**src/rtl/ser2par_flex.sv**
```systemverilog
// Serial-to-parallel converter: gathers LANES-bit beats into W-bit words with
// partial-word flush, a one-entry ready/valid output register and sticky overflow.
module ser2par_flex #(
    parameter int unsigned W         = 8,
    parameter int unsigned LANES     = 1,
    parameter bit          MSB_FIRST = 1'b1
) (
    input  logic                   clk,
    input  logic                   rstn,
    input  logic [LANES-1:0]       ser_din,
    input  logic                   ser_din_valid,
    input  logic                   flush,
    output logic [W-1:0]           par_dout,
    output logic                   par_dout_valid,
    input  logic                   par_dout_ready,
    output logic [$clog2(W+1)-1:0] par_dout_bits,
    output logic                   overflow,
    input  logic                   overflow_clr
);

    localparam int unsigned BEATS = W / LANES;
    localparam int unsigned CNT_W = $clog2(BEATS + 1);
    localparam int unsigned BW    = $clog2(W + 1);
    localparam int unsigned IW    = $clog2(W);

    if ((W % LANES) != 0 || W < 2) begin : g_bad_params
        $error("ser2par_flex: W must be >= 2 and a multiple of LANES");
    end

    logic [W-1:0]     acc_q, acc_d;
    logic [CNT_W-1:0] cnt_q, cnt_d;
    logic [W-1:0]     dout_q, dout_d;
    logic             vld_q, vld_d;
    logic [BW-1:0]    bits_q, bits_d;
    logic             ovf_q, ovf_d;

    logic [W-1:0]     acc_upd;
    logic [CNT_W-1:0] cnt_upd;
    logic [IW-1:0]    slot_lo;
    logic             complete;
    logic             emit;
    logic             out_free;
    logic [BW-1:0]    emit_bits;

    // Beat placement, word completion/flush and output-register handoff.
    always_comb begin
        acc_upd   = acc_q;
        cnt_upd   = cnt_q;
        slot_lo   = '0;
        complete  = 1'b0;
        emit      = 1'b0;
        emit_bits = '0;
        out_free  = !vld_q || par_dout_ready;
        acc_d     = acc_q;
        cnt_d     = cnt_q;
        dout_d    = dout_q;
        vld_d     = vld_q && !par_dout_ready;
        bits_d    = bits_q;
        ovf_d     = ovf_q && !overflow_clr;

        if (MSB_FIRST) begin
            slot_lo = IW'(W - LANES - 32'(cnt_q) * LANES);
        end else begin
            slot_lo = IW'(32'(cnt_q) * LANES);
        end

        if (ser_din_valid) begin
            acc_upd[slot_lo +: LANES] = ser_din;
            cnt_upd                   = cnt_q + CNT_W'(1);
            complete                  = (cnt_q == CNT_W'(BEATS - 1));
        end

        emit      = complete || (flush && cnt_upd != '0);
        emit_bits = complete ? BW'(W) : BW'(32'(cnt_upd) * LANES);

        if (emit) begin
            // Accumulator always restarts, whether or not the word was accepted.
            acc_d = '0;
            cnt_d = '0;
            if (out_free) begin
                dout_d = acc_upd;
                bits_d = emit_bits;
                vld_d  = 1'b1;
            end else begin
                ovf_d = 1'b1;
            end
        end else begin
            acc_d = acc_upd;
            cnt_d = cnt_upd;
        end
    end

    always_ff @(posedge clk or negedge rstn) begin
        if (!rstn) begin
            acc_q  <= '0;
            cnt_q  <= '0;
            dout_q <= '0;
            vld_q  <= 1'b0;
            bits_q <= '0;
            ovf_q  <= 1'b0;
        end else begin
            acc_q  <= acc_d;
            cnt_q  <= cnt_d;
            dout_q <= dout_d;
            vld_q  <= vld_d;
            bits_q <= bits_d;
            ovf_q  <= ovf_d;
        end
    end

    assign par_dout       = dout_q;
    assign par_dout_valid = vld_q;
    assign par_dout_bits  = bits_q;
    assign overflow       = ovf_q;

endmodule
```
**config.mk**
```make
export PLATFORM = sky130hd
export DESIGN_NAME = ser2par_flex
export DESIGN_NICKNAME = d
export VERILOG_FILES = /design/src/rtl/ser2par_flex.sv
export SDC_FILE = /design/constraint.sdc
export NUM_CORES = 1
export LEC_CHECK = 0
export ABC_AREA = 1
export CAP_MARGIN = 30
export CORE_UTILIZATION = 50
export DETAILED_ROUTE_END_ITERATION = 8
export DONT_BUFFER_PORTS = 1
export HOLD_SLACK_MARGIN = 0.05
export SLEW_MARGIN = 0
export SYNTH_ARGS = -nofsm -noshare
export SYNTH_HDL_FRONTEND = slang
export SYNTH_SLANG_ARGS = --single-unit
```
**constraint.sdc**
```tcl
create_clock -name clk -period 2.02 [get_ports clk]
set_clock_uncertainty 0.1 [all_clocks]
set_input_delay 0.404 -clock clk [delete_from_list [all_inputs] [get_ports clk]]
set_output_delay 0.404 -clock clk [all_outputs]
set_load 0.005 [all_outputs]
```
# ---- After elaboration in Yosys (flattened, before gate mapping)
# Index checks and enable logic that the tools add are counted.
dict set report classes {
  shift 2
  n_addsub 3
  n_reduce_logical 10
  eq_ne 1
  n_mux 11
}
# operator n
set ops {}
lappend ops {{$mux 8} 2}
lappend ops {{$mux 4} 3}
lappend ops {{$bwmux 8} 1}
lappend ops {{$shift 1x5->8 const A} 1}
lappend ops {{$shiftx 1x5->8} 1}
lappend ops {{$mux 1} 5}
lappend ops {{$neg 3->5} 1}
lappend ops {{$add 4x1->4 const B} 1}
lappend ops {{$eq 4x3->1 const B} 1}
lappend ops {{$reduce_bool 4->1} 1}
lappend ops {{$logic_and 1x1->1} 3}
lappend ops {{$logic_not 1->1} 3}
lappend ops {{$sub 3x3->3 const A} 1}
lappend ops {{$logic_or 1x1->1} 2}
lappend ops {{$reduce_and 2->1} 1}
dict set report totals {
  register_bits 26
  inputBits 7
  word_cells 33
}

# ---- Logic depth before layout (Yosys ltp)
dict set report logic_depth {
  ltp_word 6
  mapped_depth 11
  mapped_depth_nobuf 11
}

# ---- Worst setup path after synthesis
# Ideal clock, no wire load.
dict set report synth_timing {
  path_type {flip-flop to flip-flop}
  from {register cnt_q[0]}
  to {register bits_q[0] (netlist: par_dout_bits[0])}
  setup_slack_ns 0.180
  path_stages_with_launch 10
  path_buffers 1
  arrival_time_ns 1.623
  path_cell_list {dfrtp_1 > ha_1 > ha_1 > nand2_1 > nand2_1 > nor2_1 > nand3_2 > buf_2 > nand4_1 > nand2_1}
}
dict set report synth_between {
  elab_chain_len 6
  elab_cells_between_ends 9
  cone_classes {add/sub (1); eq/ne (1); mux (3); reduce/logical (4)}
}
# item line_no
set synth_lines {}
lappend synth_lines {{start: declaration} 31} ;# logic [CNT_W-1:0] cnt_q, cnt_d;
lappend synth_lines {{start signal: assignment} 103} ;# cnt_q <= cnt_d;
lappend synth_lines {{$add 4x1->4} 69} ;# cnt_upd = cnt_q + CNT_W'(1);
lappend synth_lines {{$mux 4} 67} ;# if (ser_din_valid) begin
lappend synth_lines {{$reduce_bool 4->1} 73} ;# emit = complete || (flush && cnt_upd != '0);
lappend synth_lines {{$logic_and 1x1->1} 73}
lappend synth_lines {{$logic_or 1x1->1} 73}
lappend synth_lines {{$reduce_and 2->1 (no source line)} -}
lappend synth_lines {{end signal: assignment} 106} ;# bits_q <= bits_d;
lappend synth_lines {{end: declaration} 34} ;# logic [BW-1:0] bits_q, bits_d;
# Parallel ways exist; a longest one is shown, timed or not.
# A chain may end at the register's enable or synchronous reset.

# ---- Final worst setup path
dict set report layout_timing {
  from {register cnt_q[1]}
  to {register dout_q[4] (netlist: par_dout[4])}
}
dict set report layout_between {
  elab_chain_len 6
  elab_cells_between_ends 14
  cone_classes {add/sub (3); eq/ne (1); shift (2); mux (4); reduce/logical (4)}
}
# item line_no
set layout_lines {}
lappend layout_lines {{parallel branches: the longest is 6 deep, another holds $neg 3->5} -}
lappend layout_lines {{end signal: assignment} 104} ;# dout_q <= dout_d;
lappend layout_lines {{end: declaration} 32} ;# logic [W-1:0] dout_q, dout_d;
# Several ways; the timed one is not identified.

==> impl_metrics.json <==
{
  "outcome": "finished, final reports clean",
  "setup_violations": 0,
  "cellInternalPower_w": 0.000993,
  "r2r_slack_ns": 0.15,
  "gp_congestion": 0.870,
  "cts_buffer_depth": 2,
  "hold_path_depth": 3,
  "peakVddDrop_v": 0.000856,
  "netSwitchingFraction": 0.347,
  "power_density_nw_per_um2": 998,
  "ys_top_cells_by_area": "dfrtp_1 49%, nand2_1 17%, nand4_1 6.6%",
  "core_area_um2": 2500,
  "yosys.area.top_type": "dfrtp_1",
  "grt_antenna_before_repair": 0,
  "avgRoutedWirePerCell_um": 13.3,
  "globalRoute.totalOverflow": 0,
  "synth_xor_area_frac": 0,
  "drcViolationCount": 0,
  "startpoint_type": "register",
  "clkPwrFrac": 0.242,
  "htree_levels": 1,
  "dp_hpwl_mm": 2.03,
  "critPathMaxFanout": 12,
  "ys_types": 19,
  "synth_fa_ha_area_frac": 0.0281,
  "grt_pass1_vias": 1039,
  "synth_top_area_share": 0.488,
  "path_class": "reg -> reg",
  "yosys_warnings": 0,
  "place.port_buffers": 0,
  "fin_crit_sh": 0.924,
  "cts_inserted_buffers": 3,
  "synth_seq_cells": 26,
  "p_seq_frac": 0.454,
  "synth_top_family_by_area": "simple AND/OR/NAND/NOR gates",
  "dp_cells": 205,
  "totalWireLength_mm": 2.83,
  "max_slew_margin": 0.818,
  "ant_nets": 0,
  "combinationalPowerShare": 0.304,
  "finalHoldViolCount": 0,
  "worstHoldPathType": "in -> reg",
  "p_leak_nw": 0.866,
  "crit_arrival_ns": 2.02,
  "drive_above_1_share": 0.109,
  "critPathCaptureType": "register",
  "fin_util": 0.610,
  "slew_viol_final": 0,
  "io-pin-count": 21,
  "avgSynthCellArea_um2": 7.62,
  "insertion_delay_ns": 0.33,
  "final_nets": 194,
  "stdcell_count": 213,
  "grt_max_degree": 27,
  "fin_area_um2": 1520,
  "p_total_w": 0.00152,
  "postSynthCellCount": 175,
  "rows": 18,
  "root_buffer": "clkbuf_4",
  "synth-seq-area-share": 0.488,
  "final_common_cell": "nand2_1",
  "syn_nets": 185,
  "via_per_inst": 5.31,
  "n_antenna_cell": 0,
  "fin_crit_ns": 1.87,
  "fillers": 221,
  "drt-initial-drc-count": 20,
  "track_usage": 0.214,
  "power.switching_w": 0.000529,
  "fp.dieH_um": 53.7,
  "synth_compound_area_frac": 0.0432,
  "die_w_um": 53.7,
  "ff2ff_path_depth": 9,
  "firstDrtPassIters": 4,
  "rsz0062_at_grt": "false",
  "placed_area_um2": 1380,
  "synth_simple_gate_area_frac": 0.363,
  "final_cell_mix": "61 x nand2_1, 26 x dfrtp_1, 20 x nor2_1",
  "area_growth_pct": 14.3,
  "maxCapViolCount": 0,
  "vias": 1130,
  "timing.fmax_mhz": 535,
  "synthMuxAreaShare": 0,
  "initial_core_util": 0.534,
  "tns_ns": 0,
  "grt_pass1_wl_mm": 4.37,
  "clkSinkCount": 26,
  "cts_tree": "done",
  "required_ns": 2.17,
  "dieArea_um2": 2880,
  "netlist_area_um2": 1330,
  "worst_pin_slew_ns": 0.272,
  "clkTransAtPathRegs_ns": 0.15
}
power groups by stage:
stage | sequential, W | clock [W] | combinational (W)
finish | 0.000691 | 0.000369 | 0.000462
global route | 0.000707 | 0.000394 | 0.000529
CTS | 0.000685 | 0.000379 | 0.000408
detailed placement | 0.000696 | 0 | 0.000390
global placement | 0.000693 | 0 | 0.000388
floorplan | 0.000685 | 0 | 0.000300
state kept, by name, indices dropped and copies added, names as in the netlist:
| signal | flops |
|---|---|
| acc_q | 8 |
| par_dout | 8 |
| cnt_q | 4 |
| par_dout_bits | 4 |
| overflow | 1 |
| par_dout_valid | 1 |
timing repair:
item                                    4_1_cts  5_1_grt
resized for setup                             0        8
buffers inserted                              0        2
hold endpoints to repair                     26        0
endpoints found under the setup margin        0       18
hold buffers                                  2        0
layout make-up:
type / instances / area [um^2] / area share
clock buffers: 3 / 22.5 / 0.0148
clock inverters: 1 / 30.0 / 0.0197
inverters: 20 / 75.1 / 0.0493
multi-input cells: 124 / 622 / 0.408
flip-flops and latches: 26 / 651 / 0.427
well taps: 30 / 37.5 / 0.0246
repair buffers: 9 / 86.3 / 0.0567
metrics by stage:
step,setup slack [ns],hold slack [ns]
floorplan,0.180,0.00841
global placement,0.0370,0.00889
detailed placement,0.0236,0.00896
CTS,0.0127,0.108
global route,0.0306,0.111
finish,0.153,0.114
worst max-delay path, stage by stage (launching register included):
cell,delay [ns]
dfrtp_1,0.45
ha_4,0.20
ha_4,0.22
nand2_1,0.10
nand2_1,0.09
nor2_1,0.13
nand3_2,0.16
buf_6,0.19
nand4_1,0.09
nand2_1,0.05
cell usage after synthesis:
cell type   n
a21oi_1     5
dfrtp_1    26
o21ai_0     5
inv_2       1
nor3_1      1
or2_1       1
ha_1        3
nand4_1    14
o21bai_1    1
buf_2       2
inv_1      19
nand4_2     1
clkbuf_1    1
nand3_1     7
buf_4       2
nor2_1     21
and2_1      1
nand3_2     2
nand2_1    62
per-layer routing:
metal / vias up / part of all wire / global-route usage
met5: - / 0 / 0
met4: 0 / 0.018 / 0.0921
met3: 5 / 0.037 / 0.0282
met2: 26 / 0.46 / 0.350
met1: 521 / 0.48 / 0.284
li1: 578 / - / -
cell families (layout without fill, tap and decap cells):
logic type      count (synthesis)  in the layout
compound gates                 11             11
buf+inv                        25             33
flops                          26             26
fa+ha+maj                       3              3
simple gates                  110            110
final timing paths:
| check | startpoint | end |
|---|---|---|
| worst min-delay path | overflow_clr | overflow |
| min in group asynchronous | rstn | par_dout[3] |
| worst max-delay path | cnt_q[1] | par_dout[4] |
| worst max register to register | cnt_q[1] | par_dout[4] |
| max in group asynchronous | rstn | acc_q[4] |
| worst min register to register | par_dout[7] | par_dout[7] |
(Power assumes the default switching activity.)
